<file path="src/rtl/gray_pkg.sv">
// Shared definitions for the Gray sequence controller: FSM state encoding,
// default width and Gray/binary conversion helpers (sized to GRAY_W_MAX).
package gray_pkg;

  localparam int GRAY_W_DEFAULT = 4;
  localparam int GRAY_W_MAX     = 32;

  typedef enum logic [1:0] {
    ST_IDLE = 2'd0,
    ST_RUN  = 2'd1,
    ST_DONE = 2'd2
  } state_t;

  // Callers zero-extend narrower codes; leading zeros do not disturb the result.
  function automatic logic [GRAY_W_MAX-1:0] gray_to_bin(input logic [GRAY_W_MAX-1:0] g);
    logic [GRAY_W_MAX-1:0] b;
    b = g;
    for (int i = GRAY_W_MAX - 2; i >= 0; i--) begin
      b[i] = b[i+1] ^ g[i];
    end
    return b;
  endfunction

  function automatic logic [GRAY_W_MAX-1:0] bin_to_gray(input logic [GRAY_W_MAX-1:0] b);
    return b ^ (b >> 1);
  endfunction

endpackage

</file>
<file path="src/rtl/gray_cnt_core.sv">
// N-bit Gray code register: synchronous clear to zero, or one reflected-binary
// step when enabled. Stepping from the 2^N-1 code wraps naturally to zero.
module gray_cnt_core
  import gray_pkg::*;
#(
  parameter int N = GRAY_W_DEFAULT
) (
  input  logic         clk,
  input  logic         reset,
  input  logic         step,
  input  logic         clear,
  output logic [N-1:0] gray
);

  logic [N-1:0] bin_cur;
  logic [N-1:0] bin_nxt;
  logic [N-1:0] gray_nxt;

  // The increment is done at width N so the count wraps modulo 2^N.
  assign bin_cur  = N'(gray_to_bin(GRAY_W_MAX'(gray)));
  assign bin_nxt  = bin_cur + N'(1);
  assign gray_nxt = N'(bin_to_gray(GRAY_W_MAX'(bin_nxt)));

  // NOTE: clocked state uses non-blocking assignments so every register
  // samples pre-edge values regardless of process evaluation order.
  always_ff @(posedge clk or negedge reset) begin
    if (!reset) begin
      gray <= '0;
    end else if (clear) begin
      gray <= '0;
    end else if (step) begin
      gray <= gray_nxt;
    end
  end

endmodule

</file>
<file path="src/rtl/gray_seq_ctrl.sv">
// Gray sequence controller with valid/ready output, one-shot and continuous
// modes. Defining GRAY_SEQ_BIN_EN adds the bin_out port (binary of gray_out).
module gray_seq_ctrl
  import gray_pkg::*;
#(
  parameter int N = GRAY_W_DEFAULT  // 2 .. GRAY_W_MAX
) (
  input  logic         clk,
  input  logic         reset,
  input  logic         start,
  input  logic         stop,
  input  logic         mode,
  input  logic [N-1:0] term_gray,
  input  logic         out_ready,
  output logic [N-1:0] gray_out,
  output logic         out_valid,
  output logic         busy,
  output logic         done,
  output logic [7:0]   wrap_cnt
`ifdef GRAY_SEQ_BIN_EN
  ,
  output logic [N-1:0] bin_out
`endif
);

  state_t       state;
  state_t       state_nxt;
  logic         mode_q;
  logic [N-1:0] term_q;
  logic         launch;
  logic         step;
  logic         clear;
  logic         wrap;
  logic         at_term;

  assign at_term = (gray_out == term_q);

  gray_cnt_core #(.N(N)) u_core (
    .clk   (clk),
    .reset (reset),
    .step  (step),
    .clear (clear),
    .gray  (gray_out)
  );

  always_ff @(posedge clk or negedge reset) begin
    if (!reset) begin
      state <= ST_IDLE;
    end else begin
      state <= state_nxt;
    end
  end

  // NOTE: every combinational output gets a default before the case so no
  // path leaves it unassigned, which would otherwise infer a latch.
  always_comb begin
    state_nxt = state;
    case (state)
      ST_IDLE: if (start && !stop) state_nxt = ST_RUN;
      ST_RUN: begin
        if (stop) begin
          state_nxt = ST_IDLE;
        end else if (out_ready && at_term && !mode_q) begin
          state_nxt = ST_DONE;
        end
      end
      ST_DONE: state_nxt = ST_IDLE;
      default: state_nxt = ST_IDLE;
    endcase
  end

  // Stop wins over a simultaneous transfer: the beat is consumed, no step.
  always_comb begin
    out_valid = 1'b0;
    busy      = 1'b0;
    done      = 1'b0;
    launch    = 1'b0;
    step      = 1'b0;
    clear     = 1'b0;
    wrap      = 1'b0;
    case (state)
      ST_IDLE: begin
        launch = start && !stop;
        clear  = launch;
      end
      ST_RUN: begin
        out_valid = 1'b1;
        busy      = 1'b1;
        if (!stop && out_ready) begin
          if (!at_term) begin
            step = 1'b1;
          end else if (mode_q) begin
            clear = 1'b1;
            wrap  = 1'b1;
          end
        end
      end
      ST_DONE: begin
        busy = 1'b1;
        done = 1'b1;
      end
      default: ;
    endcase
  end

  always_ff @(posedge clk or negedge reset) begin
    if (!reset) begin
      mode_q <= 1'b0;
      term_q <= '0;
    end else if (launch) begin
      mode_q <= mode;
      term_q <= term_gray;
    end
  end

  always_ff @(posedge clk or negedge reset) begin
    if (!reset) begin
      wrap_cnt <= '0;
    end else if (launch) begin
      wrap_cnt <= '0;
    end else if (wrap && (wrap_cnt != 8'hFF)) begin
      wrap_cnt <= wrap_cnt + 8'd1;
    end
  end

`ifdef GRAY_SEQ_BIN_EN
  assign bin_out = N'(gray_to_bin(GRAY_W_MAX'(gray_out)));
`endif

endmodule

</file>
<file path="config.mk">
export PLATFORM = sky130hd
export DESIGN_NAME = gray_seq_ctrl
export DESIGN_NICKNAME = d
export VERILOG_FILES = /design/src/rtl/gray_pkg.sv /design/src/rtl/gray_cnt_core.sv /design/src/rtl/gray_seq_ctrl.sv
export SDC_FILE = /design/constraint.sdc
export NUM_CORES = 1
export LEC_CHECK = 0
export BUFFER_PORTS_ARGS = -buffer_cell sky130_fd_sc_hd__buf_2
export CAP_MARGIN = 10
export CORE_ASPECT_RATIO = 0.75
export CORE_UTILIZATION = 43
export CTS_CLUSTER_DIAMETER = 120
export CTS_CLUSTER_SIZE = 8
export DETAILED_ROUTE_END_ITERATION = 6
export GPL_TIMING_DRIVEN = 0
export HOLD_SLACK_MARGIN = 0.06
export SYNTH_ARGS = -nofsm -noshare
export SYNTH_HDL_FRONTEND = slang
export SYNTH_SLANG_ARGS = --single-unit
</file>
<file path="constraint.sdc">
create_clock -name clk -period 2.8 [get_ports clk]
set_clock_uncertainty 0.1 [all_clocks]
set_input_delay 0.42 -clock clk [delete_from_list [all_inputs] [get_ports clk]]
set_output_delay 0.42 -clock clk [all_outputs]
set_load 0.02 [all_outputs]
</file>
==> results.toml, run 1 <==
[timing]
fin_crit_ns = 1.95
fin_crit_sh_pct = 69.8
relSlewSlack_pct = 64.4
fin_ws_ns = 0.845
finalHoldViolations = 0
final-max-slew-violation-count = 0
final-setup-viol-count = 0
tightest_slew_ns = 0.529
setup_tns_ns = 0
rsz0062_at_grt = "no"
max_freq_mhz = 512

[power_and_ir_drop]
p_seq_share_pct = 30.3
swShare_pct = 44.4
ir_drop_mv = 0.448
p_comb_share_pct = 55.7
p_switching_uw = 629
clockPowerShare_pct = 14.0
p_total_uw = 1420
powerDensity_nw_per_um2 = 943
power.leakage_uw = 0.000703
p_int_uw = 787

[final_layout]
fillers = 276
area_delta_synth_final_pct = 17.3
fin_nets = 176
drive_gt1_share_pct = 27.7
diodes = 0
fin_cells = 195
fin_util_pct = 55.1

[synthesis]
yosysUniqueCellTypes = 40
ys.flop_type = "dfrtp_1"
ys_ff_latch = 19
syn_inst = 130
synth_warnings = 0
synth_edf_count = 0
syn_nets = 146
synth_area_um2 = 1280
async_flop_share_pct = 100
synth_area_per_cell_um2 = 9.85
ys_seq_area_share_pct = 37.1

[job]
max-cap-violations = 0

[min_path]
min_path_cells = 3
min_to = "mode_q$_DFFE_PN0N_"
hold_class = "input port to flip-flop"
min_from = "mode"

[grt]
track_usage_pct = 18.4
grt_overflow_total = 0
antenna_found_initial = 0
grt_pass1_wl_mm = 4.50
grt_start_max_net_pins = 20
grt_pass1_vias = 958

[routing]
routed_wl_mm = 2.65
vias_per_cell = 5.39
drtIter0Drc = 25
vias = 1051
drc_errors = 0
wl_per_cell_um = 13.6
final_antenna_net_count = 0
dr.pass1.iters = 4

[setup_path]
start_kind = "flip-flop"
r2r_cells = 7
critical_path_arrival_ns = 2.04
regToRegSetupSlack_ns = 0.85
endpoint_kind = "flip-flop"
worst_r2r_startpoint = "state[1]$_DFFE_PN0P_"
crit_fanout = 10
worst-setup-path-type = "flip-flop to flip-flop"
cp.required_ns = 2.89
r2r-end = "wrap_cnt[6]$_DFFE_PN0P_"

[clock_network]
cts_sinks = 19
clk_latency_ns = 0.26
numCtsBuffers = 3
htree_levels = 1
cts.clk_slew.worst_paths_ns = 0.07
cts_tree = "built"
root_buffer = "clkbuf_8"
clock_path_buffers = 2
cts_repair_resize_count = 0

[floorplan]
core-area_um2 = 2720
die_w_um = 65
die_h_um = 49.3
ioPinCount = 25
rows = 16
die_area_um2 = 3200
initial_core_util_pct = 47.0

[place]
dp_cells = 190
port_buffers = 24
pre_cts_ws_ns = 0.861
dp_hpwl_mm = 1.98
gp_congestion = 0.774

[status]
outcome = "complete, no violations"
power groups by stage:
stage | sequential [uW] | clock, uW | combinational (uW)
after floorplan | 453 | 0 | 600
after global placement | 434 | 0 | 764
after detailed placement | 437 | 0 | 784
after CTS | 431 | 204 | 791
after global routing | 443 | 218 | 866
final | 429 | 199 | 789
synth_stat cells, types with 4 or more instances:
cell type	count	area, um^2
xnor2_1	4	35.0
nand3_1	6	30.0
ha_1	6	75.1
dfrtp_1	19	475
nand2_1	23	86.3
nand2b_1	4	25.0
inv_1	8	30.0
a21oi_1	5	25.0
final cells by class:
| cell class | instances | area, um^2 | area share, % |
|---|---|---|---|
| flip-flops and latches | 19 | 475 | 31.7 |
| plain buffers | 6 | 42.5 | 2.83 |
| repair buffers | 25 | 130 | 8.67 |
| clock buffers | 3 | 41.3 | 2.75 |
| clock inverters | 1 | 5.00 | 0.333 |
| multi-input cells | 97 | 732 | 48.8 |
| inverters | 8 | 30.0 | 2.00 |
| well taps | 36 | 45.0 | 3.00 |
state kept, by name, indices dropped and copies added (netlist names):
register and cells:
wrap_cnt 8, term_q 4, u_core.gray 4, state 2
mode_q 1
critical path: stages, from the launching register on:
cell,delay [ns]
dfrtp_1,0.41
inv_1,0.11
ha_1,0.23
nor2b_1,0.15
o2111ai_1,0.16
buf_2,0.24
nor4_2,0.28
mux2i_1,0.21
cells by family (layout without fill, tap and decap cells):
logic type | after synthesis | count (layout) | share of synthesized area (%)
and+or+nand+nor | 55 | 55 | 24.9
AOI/OAI and AO/OA | 23 | 23 | 12.9
DFF | 19 | 19 | 37.1
adders and majority gates | 6 | 6 | 5.86
xor gates and xnor gates | 9 | 9 | 10.3
buffers and inverters | 14 | 43 | 5.67
muxes | 4 | 4 | 3.23
cell usage in the layout (no fill, tap or decap), types with 2 or more instances in the layout:
cell type | synthesis | layout
or4_1 | 3 | 3
inv_1 | 8 | 8
nand2b_1 | 4 | 4
clkbuf_1 | 2 | 2
nor2_1 | 3 | 3
ha_1 | 6 | 6
nor2b_1 | 2 | 2
a21oi_1 | 5 | 5
dfrtp_1 | 19 | 19
nand2_1 | 23 | 23
xnor2_2 | 2 | 2
nand4_1 | 3 | 3
nand3b_1 | 2 | 2
nand3_1 | 6 | 6
clkbuf_8 | 0 | 3
buf_6 | 2 | 2
xnor2_1 | 4 | 4
nor4_2 | 3 | 3
o21a_1 | 2 | 2
o21ai_0 | 3 | 3
xnor2_4 | 2 | 2
a22o_1 | 3 | 3
o31ai_1 | 3 | 3
buf_2 | 1 | 25
mux2i_1 | 3 | 3
what timing repair did:
item / 4_1_cts / 5_1_grt
hold endpoints to repair: 19 / 0
hold buffers: 1 / 0
buffers inserted: 0 / 0
how the worst max path moves through the flow:
stage / start / end / slack [ns] / depth (start not counted)
after detailed placement: state[1]$_DFFE_PN0P_ / wrap_cnt[6]$_DFFE_PN0P_ / 0.86 / 7
final: state[1]$_DFFE_PN0P_ / wrap_cnt[6]$_DFFE_PN0P_ / 0.85 / 7
after floorplan: u_core.gray[3]$_DFFE_PN0P_ / u_core.gray[2]$_DFFE_PN0P_ / 0.90 / 7
after global routing: state[1]$_DFFE_PN0P_ / wrap_cnt[6]$_DFFE_PN0P_ / 0.63 / 7
after CTS: state[1]$_DFFE_PN0P_ / wrap_cnt[6]$_DFFE_PN0P_ / 0.84 / 7
after global placement: state[1]$_DFFE_PN0P_ / wrap_cnt[6]$_DFFE_PN0P_ / 0.88 / 7
metal layers:
layer / vias up / share of wire [%] / GRT usage (%) / wire (um)
li1: 517 / - / - / -
met1: 500 / 50 / 27.0 / 1330
met2: 26 / 43 / 26.2 / 1150
met3: 8 / 4.9 / 4.67 / 129
met4: 0 / 1.4 / 5.56 / 38
met5: - / 0 / 0 / 0
per-stage QoR:
step	cell area, um^2	hold WS [ns]
floorplan	1280	0.0244
global placement	1450	0.289
detailed placement	1450	0.294
CTS	1500	0.241
global route	1500	0.246
finish	1500	0.243
No activity file was read; power rests on OpenSTA's default activity.
==> inputs of run 2 (changes only) <==
clock period = 2 ns   (was 2.8 ns; I/O delays follow)
==> run 2 against run 1 <==
Compared with the run above:
- die area stayed put
- worst hold slack worse by 0.12 ns
- final cell count stayed put
- critical path depth stayed put
- clock-buffer cell count stayed put
- maximum frequency is 3.9% higher
- clock power is 38% higher
- first-iteration DRC count is 12% lower
- routed wire length is 0.64% higher
==> results.toml, run 2 (synthesis results as in run 1) <==
[status]
outcome = "complete, no violations"

[timing]
fin_crit_sh_pct = 94.0
fin_crit_ns = 1.88
final-max-slew-violation-count = 0
finalHoldViolations = 0
max_freq_mhz = 532
holdWs_ns = 0.123
tightest_slew_ns = 0.529
relSlewSlack_pct = 64.3
final-setup-viol-count = 0

[grt]
antenna_found_initial = 0
grt_pass1_wl_mm = 4.50
grt_start_max_net_pins = 20
grt_pass1_vias = 958
grt_use_met1_pct = 27.0
globalRouteMet2Util_pct = 26.2
grt_overflow_total = 0
track_usage_pct = 18.4
gr-usage-met3_pct = 4.67
grt-busiest-layer = "met1"

[routing]
drc_errors = 0
vias = 1054
drtIter0Drc = 22
wl_per_cell_um = 13.7
dr.pass1.iters = 4
vias_per_cell = 5.41
final_antenna_net_count = 0
routed_wl_mm = 2.67

[final_layout]
largest_register_ffs = 8
final_cell_mix = "buf_2 (24), nand2_1 (23), dfrtp_1 (19), inv_1 (8), nand3_1 (6)"
drive_gt1_share_pct = 30.8
layout_commonest_cell = "buf_2"
area_delta_synth_final_pct = 20.0
largest-register = "wrap_cnt"
diodes = 0
fin_nets = 176
largestRegisters = "wrap_cnt: 8 flops, term_q: 4 flops, u_core.gray: 4 flops"

[floorplan]
rows = 16
core-area_um2 = 2720
die_area_um2 = 3200
die_h_um = 49.3
die_w_um = 65
initial_core_util_pct = 47.0
ioPinCount = 25

[min_path]
min_path_cells = 3
min_from = "mode"
hold_class = "input port to flip-flop"
min_to = "mode_q$_DFFE_PN0N_"

[clock_network]
cts_sinks = 19
clk_latency_ns = 0.26
post_cts_buffers = 0
cts.clk_slew.worst_paths_ns = 0.08
numCtsBuffers = 3
root_buffer = "clkbuf_8"
clock_path_buffers = 2
cts_tree = "built"
htree_levels = 1

[place]
dp_hpwl_mm = 1.98
gp_congestion = 0.774
port_buffers = 24

[setup_path]
r2r_cells = 7
endpoint_kind = "flip-flop"
worst_r2r_startpoint = "u_core.gray[3]$_DFFE_PN0P_"
slowest_delay_ns = 0.39
crit_fanout = 5
crit_start = "u_core.gray[3]$_DFFE_PN0P_"
start_kind = "flip-flop"
worst-setup-path-type = "flip-flop to flip-flop"
path_buf_inv = 1
timing.critical_path.max_delay_family = "flip-flops"
cpMaxStageDelayCell = "dfrtp_1"
cp_cell_sequence = "buf_6, xor2_1, ha_1, nand2b_4, xnor2_1, o21ai_1, a22o_1"
regToRegSetupSlack_ns = 0.12
r2r-end = "u_core.gray[2]$_DFFE_PN0P_"
cp.required_ns = 2.05
critical_path_arrival_ns = 1.93

[power_and_ir_drop]
powerDensity_nw_per_um2 = 1320
ir_drop_mv = 0.595
power.leakage_uw = 0.000733
p_total_uw = 2030

[job]
max-cap-violations = 0
[run 2: final cells by class]
class | instances | area (um^2)
buffer | 6 | 50.0
clock buffer | 3 | 41.3
clock inverter | 1 | 5.00
fill | 271 | 1190
inverter | 8 | 30.0
multi-input combinational | 97 | 759
sequential | 19 | 475
tap | 36 | 45.0
timing repair buffer | 25 | 130
[run 2: per-layer routing]
| metal | up-vias | part of all wire, % |
|---|---|---|
| li1 | 513 | - |
| met1 | 507 | 49 |
| met2 | 26 | 45 |
| met3 | 8 | 5.0 |
| met4 | 0 | 1.2 |
| met5 | - | 0 |
[run 2: worst max-delay path by stage]
| stage | cells after the start | to | slack, ns |
|---|---|---|---|
| final | 7 | u_core.gray[2]$_DFFE_PN0P_ | 0.12 |
| after global routing | 6 | wrap_cnt[4]$_DFFE_PN0P_ | -0.01 |
| after CTS | 7 | wrap_cnt[6]$_DFFE_PN0P_ | 0.04 |
| after detailed placement | 7 | wrap_cnt[6]$_DFFE_PN0P_ | 0.06 |
| after global placement | 7 | wrap_cnt[6]$_DFFE_PN0P_ | 0.08 |
| after floorplan | 7 | u_core.gray[2]$_DFFE_PN0P_ | 0.1 |
[run 2: timing repair]
item,CTS,global route
hold endpoints to repair,19,0
hold buffers,1,0
resized for setup,0,11
endpoints found under the setup margin,0,10
[run 2: metrics by stage]
stage	setup slack, ns	util [%]	instance area, um^2	cells	TNS [ns]
after floorplan	0.0961	-	1280	130	0
after global placement	0.0834	53.1	1450	190	0
after detailed placement	0.0615	53.1	1450	190	0
after CTS	0.0439	55.1	1500	195	0
after global routing	-0.0128	56.4	1540	195	-0.0128
final	0.119	56.4	1540	195	0
[run 2: where the power goes]
group | internal, uW | switching (uW) | leakage, uW
registers | 483 | 120 | 0.000253
clock network | 139 | 136 | 0.0000255
logic | 508 | 644 | 0.000454
[run 2: worst reg2reg max path, cell delays in order, from the launching register on]
cell and delay (ns):
dfrtp_1 0.39, buf_6 0.14, xor2_1 0.18, ha_1 0.38, nand2b_4 0.16, xnor2_1 0.16, o21ai_1 0.08, a22o_1 0.20
